==> src/rtl/multiplier_pkg.sv <==
// ---------------------------------------------------------------------------
// multiplier_pkg
// Shared definitions for the sequential shift-and-add multiplier:
//   - MULT_WIDTH : default operand width
//   - mult_state_t : controller states (IDLE, CALC, FIN)
//   - cnt_width() : bit counter width for a given operand width
//   - MULT_CNT_W : counter width for the default operand width
// ---------------------------------------------------------------------------
package multiplier_pkg;

  localparam int MULT_WIDTH = 4;

  typedef enum logic [1:0] {
    IDLE = 2'd0,
    CALC = 2'd1,
    FIN  = 2'd2
  } mult_state_t;

  // The counter must reach WIDTH itself, hence WIDTH+1 distinct values.
  function automatic int cnt_width(input int w);
    return $clog2(w + 1);
  endfunction

  localparam int MULT_CNT_W = cnt_width(MULT_WIDTH);

endpackage

==> src/rtl/multiplier_datapath.sv <==
// ---------------------------------------------------------------------------
// multiplier_datapath
// Shift-and-add datapath: multiplicand shift register (2*WIDTH, shifts left),
// multiplier shift register (WIDTH, shifts right), accumulator and adder.
// Ports:
//   clk, rst   : clock, synchronous active-high reset
//   load       : capture a_in/b_in, clear the accumulator
//   step       : perform one iteration (conditional add, then shift)
//   a_in, b_in : unsigned operands (magnitudes)
//   acc        : current accumulator value
//   acc_next   : accumulator value after the iteration in progress
// ---------------------------------------------------------------------------
module multiplier_datapath
  import multiplier_pkg::*;
#(
  parameter int WIDTH = MULT_WIDTH
) (
  input  logic                 clk,
  input  logic                 rst,
  input  logic                 load,
  input  logic                 step,
  input  logic [WIDTH-1:0]     a_in,
  input  logic [WIDTH-1:0]     b_in,
  output logic [2*WIDTH-1:0]   acc,
  output logic [2*WIDTH-1:0]   acc_next
);

  logic [2*WIDTH-1:0] mcand;
  logic [WIDTH-1:0]   mplier;
  logic [2*WIDTH-1:0] addend;

  // NOTE: every variable written in always_comb gets a value on every path,
  // otherwise synthesis infers a latch to hold the old value.
  always_comb begin
    addend   = '0;
    if (mplier[0]) addend = mcand;
    acc_next = acc + addend;
  end

  // NOTE: sequential state uses non-blocking assignments so every register
  // samples the pre-edge values regardless of statement order.
  always_ff @(posedge clk) begin
    if (rst) begin
      mcand  <= '0;
      mplier <= '0;
      acc    <= '0;
    end else if (load) begin
      mcand  <= {{WIDTH{1'b0}}, a_in};
      mplier <= b_in;
      acc    <= '0;
    end else if (step) begin
      acc    <= acc_next;
      mcand  <= mcand << 1;
      mplier <= mplier >> 1;
    end
  end

endmodule

==> src/rtl/multiplier_top.sv <==
// ---------------------------------------------------------------------------
// multiplier_top
// Sequential WIDTH x WIDTH shift-and-add multiplier. Captures A/B on valid
// (in IDLE), iterates one multiplier bit per clock, then loads prod and
// pulses DONE for one cycle. prod holds until the next result is loaded.
// Ports:
//   clk   : clock, rising edge
//   rst   : synchronous active-high reset (priority over valid)
//   valid : start strobe, sampled only in IDLE
//   A, B  : multiplicand, multiplier
//   prod  : registered 2*WIDTH-bit product
//   DONE  : registered one-cycle pulse when prod is updated
// Build option: define MULT_SIGNED_EN for two's complement operands
// (magnitudes are multiplied, the result is negated when signs differ).
// ---------------------------------------------------------------------------
module multiplier_top
  import multiplier_pkg::*;
#(
  parameter int WIDTH = MULT_WIDTH
) (
  input  logic                 clk,
  input  logic                 rst,
  input  logic                 valid,
  input  logic [WIDTH-1:0]     A,
  input  logic [WIDTH-1:0]     B,
  output logic [2*WIDTH-1:0]   prod,
  output logic                 DONE
);

  localparam int CW = cnt_width(WIDTH);
  localparam logic [CW-1:0] LAST = CW'(WIDTH - 1);

  mult_state_t        state;
  logic [CW-1:0]      cnt;
  logic               load, step;
  logic [WIDTH-1:0]   a_mag, b_mag;
  logic [2*WIDTH-1:0] acc, acc_next, result;

  assign load = (state == IDLE) && valid;
  assign step = (state == CALC);

`ifdef MULT_SIGNED_EN
  logic neg_q;

  // The most negative value maps to itself under negation, and its
  // unsigned reading is exactly its magnitude, so no extra bit is needed.
  always_comb begin
    a_mag = A;
    b_mag = B;
    if (A[WIDTH-1]) a_mag = -A;
    if (B[WIDTH-1]) b_mag = -B;
  end

  always_ff @(posedge clk) begin
    if (rst)       neg_q <= 1'b0;
    else if (load) neg_q <= A[WIDTH-1] ^ B[WIDTH-1];
  end

  assign result = neg_q ? -acc_next : acc_next;
`else
  assign a_mag  = A;
  assign b_mag  = B;
  assign result = acc_next;
`endif

  multiplier_datapath #(.WIDTH(WIDTH)) u_datapath (
    .clk      (clk),
    .rst      (rst),
    .load     (load),
    .step     (step),
    .a_in     (a_mag),
    .b_in     (b_mag),
    .acc      (acc),
    .acc_next (acc_next)
  );

  // The edge performing the last iteration also loads prod from the
  // not-yet-registered accumulator sum, so DONE appears WIDTH cycles after
  // the capture edge.
  always_ff @(posedge clk) begin
    if (rst) begin
      state <= IDLE;
      cnt   <= '0;
      prod  <= '0;
      DONE  <= 1'b0;
    end else begin
      DONE <= 1'b0;
      case (state)
        IDLE: begin
          if (valid) begin
            cnt   <= '0;
            state <= CALC;
          end
        end
        CALC: begin
          cnt <= cnt + 1'b1;
          if (cnt == LAST) begin
            prod  <= result;
            DONE  <= 1'b1;
            state <= FIN;
          end
        end
        FIN:     state <= IDLE;
        default: state <= IDLE;
      endcase
    end
  end

endmodule

==> config.mk <==
export PLATFORM = sky130hd
export DESIGN_NAME = multiplier_top
export DESIGN_NICKNAME = d
export VERILOG_FILES = /design/src/rtl/multiplier_pkg.sv /design/src/rtl/multiplier_datapath.sv /design/src/rtl/multiplier_top.sv
export SDC_FILE = /design/constraint.sdc
export NUM_CORES = 1
export LEC_CHECK = 0
export CAP_MARGIN = 15
export CORE_MARGIN = 1
export CORE_UTILIZATION = 42
export CTS_CLUSTER_DIAMETER = 50
export DETAILED_ROUTE_END_ITERATION = 10
export DONT_BUFFER_PORTS = 1
export SYNTH_ARGS = -nofsm -noshare
export SYNTH_HDL_FRONTEND = slang
export SYNTH_SLANG_ARGS = --single-unit
==> constraint.sdc <==
create_clock -name clk -period 2.2 [get_ports clk]
set_input_delay 0.11 -clock clk [delete_from_list [all_inputs] [get_ports clk]]
set_output_delay 0.11 -clock clk [all_outputs]
set_load 0.02 [all_outputs]
==> reports/summary.txt <==
Compound-gate portion of the synthesized area: 0.1873
Startpoint Class: flop
Tmin final: 2.045 ns
Max rail drop VDD: 0.4246 mV
TritonRoute pass-1 iters: 4
Final setup TNS: 0 ns
Fin crit share: 0.9295
WL met1: 1469 um
Yosys warns: 0
GRT Util Overall: 0.1813
Clk pin slew, worst setup/hold paths: 0.07 ns
Combinational family with the most area after synthesis: simple AND/OR/NAND/NOR gates
Multi-input combinational cell area: 923.4 um^2
Setup violators final: 0
Lkg Pwr: 0.7014 nW
Commonest non-fill, non-tap cells in the layout: 34 x nand2_1, 33 x dfxtp_1, 27 x nor2_1
# fillers: 384
Overflow left after global routing: 0
RSZ-0062 raised after global routing: false
Max Used Layer: met4
Crit Path Max Fanout: 9
Met2 WL: 1726 um
WL met3: 114 um
Hold WS: 0.05050 ns
Fin util: 0.4933
Die area: 0.004248 mm^2
# IOs: 20
Post-Synth XOR/XNOR Area: 0.02090
Setup bufs post-CTS: 0
Fin. Hold Viols: 0
Power per standard cell area: 665.2 mW/mm^2
R2R Setup Slk: 0.16 ns
Port Buffer Count: 0
WS Path Type: flop to flop
DP Wirelength: 2501 um
Placement row count: 22
Layout Area Growth over Synthesis: 10.15%
Post-synthesis mux area share: 0.04179
Register Area: 681.9 um^2
Fraction of layout cells with a size suffix above 1: 0.09804
Yosys cell types: 36
Max-slew headroom: 0.4791
Vias per cell: 5.361
Initial antenna violation count: 0
Root Driver: clkbuf_8
DR DRC count: 0
Post-Route WL: 3360 um
Commonest non-fill, non-tap cell in the layout: nand2_1
Clock Path Buffers: 2
Core area: 0.003744 mm^2
Number of global-route vias before repair: 1357
Clock Skews: 0.003930 ns
Post-synthesis simple-gate area fraction: 0.2216
Die Ht: 65.18 um
Flop pwr share: 0.530
Worst-Skew Late Latency: 0.28 ns
Clk pwr share: 0.377
Detail Route Antenna Nets: 0
CTS Buf Count: 5
Largest net degree at the start of global routing: 22
Fmax: 489.0 MHz
Htree depth: 2
Worst hold path class: primary input to flop
Max-slew violations: 0
CTS tree: yes
Mapped Area: 0.001677 mm^2
Sw Share: 0.2387
Effective utilization at floorplan: 0.4479
Synthesized flop and latch total: 34
Reported max-cap violation count: 0
Synth Net Count: 219
Crit end category: flop
CP arrival: 2.25 ns
1st-iter DRT viols: 46
Routed WL per cell: 13.33 um
Mapped Cells: 198
Average cell area after synthesis: 8.468 um^2
Number of clock sinks: 34
Non-Filler Instances: 252
DP Cell Count: 241
Outcome: finished clean
DR vias: 1351
Switch Pwr: 293.2 uW
Slew @ Worst Pin: 0.7787 ns
WP data required: 2.41 ns
ANT cells: 0
Post-synth ARST share: 0
Sequential area share after synthesis: 0.4060
First-pass GRT wire length: 5754 um
Die Wd: 65.18 um
Layout Nets: 224
Adder-cell area share of the yosys netlist: 0.07910
Cell Int Power: 935.3 uW
Comb pwr share: 0.093
RD Place Congestion: 0.8644
Ys flop type: dfxtp_1
EDFF count, synth: 0
worst paths after layout:
path,from,end,depth (start not counted)
worst max-delay path,u_datapath.mplier[0],u_datapath.acc[6],9
worst min-delay path,rst,prod[5],2
worst max register to register,u_datapath.mplier[0],u_datapath.acc[6],9
worst min register to register,u_datapath.mcand[7],u_datapath.mcand[7],2
power groups by stage:
| stage | Combinational [mW] | Sequential (mW) | Clock [mW] |
|---|---|---|---|
| 2_1_floorplan | 0.0879 | 0.660 | 0 |
| 3_3_place_gp | 0.103 | 0.663 | 0 |
| 3_5_place_dp | 0.107 | 0.665 | 0 |
| 4_1_cts | 0.117 | 0.651 | 0.479 |
| 5_1_grt | 0.128 | 0.654 | 0.511 |
| 6_report | 0.115 | 0.651 | 0.463 |
final cells by class:
| cell class | count | area share |
|---|---|---|
| Clock buffer | 7 | 0.04675 |
| Clock inverter | 1 | 0.002710 |
| Inverter | 6 | 0.01220 |
| Multi-Input combinational cell | 148 | 0.5000 |
| Sequential cell | 34 | 0.3692 |
| Tap cell | 48 | 0.03252 |
| Timing Repair Buffer | 8 | 0.03659 |
timing repair:
action / CTS / global route
hold buffers: 3 / 0
endpoints found under the hold margin: 21 / 0
endpoints found under the setup margin: 0 / 2
gates resized for setup: 0 / 1
layer usage:
metal	track usage	vias to the layer above
li1	-	682
met4	0.08424	0
met2	0.3119	25
met1	0.2037	639
met5	0	-
met3	0.05382	5
kinds of logic after synthesis:
logic type      Yosys count
simple gates             82
compound gates           45
flops                    34
buf+inv                  16
fa+ha+maj                10
mux                       7
xor+xnor                  4
metrics by stage:
step                cell area, um^2  total power, mW  worst slack [ns]
finish                         1847            1.229            0.1551
global route                   1847            1.293           0.03385
CTS                            1846            1.247            0.1267
detailed placement             1724           0.7716            0.1497
global placement               1724           0.7662            0.2251
floorplan                      1677           0.7481            0.3245
sequential cells by signal (all words and copies together), names as in the netlist:
| name | count |
|---|---|
| state | 2 |
| u_datapath.mplier | 4 |
| cnt | 3 |
| prod | 8 |
| DONE | 1 |
| u_datapath.mcand | 8 |
| u_datapath.acc | 8 |
critical path, cell delays in order (launching register included):
cell	delay, ns
dfxtp_2	0.35
and2_1	0.16
ha_1	0.21
inv_1	0.08
fa_1	0.25
nor2b_4	0.06
o31a_1	0.26
o311ai_1	0.34
nand2_1	0.10
a21oi_1	0.15
Yosys cell counts, types with 3 or more instances:
cell type | count | share of area
a211oi_1 | 9 | 0.040
a211oi_2 | 3 | 0.022
a21oi_1 | 17 | 0.051
a22oi_1 | 3 | 0.013
and2_1 | 7 | 0.026
buf_2 | 4 | 0.012
clkbuf_1 | 4 | 0.0090
dfxtp_1 | 34 | 0.41
ha_1 | 9 | 0.067
inv_1 | 6 | 0.013
mux2i_1 | 7 | 0.042
nand2_1 | 34 | 0.076
nor2_1 | 27 | 0.060
o21ai_0 | 3 | 0.0090
xnor2_1 | 3 | 0.016
Note: power is estimated with default switching activity, not from simulation.
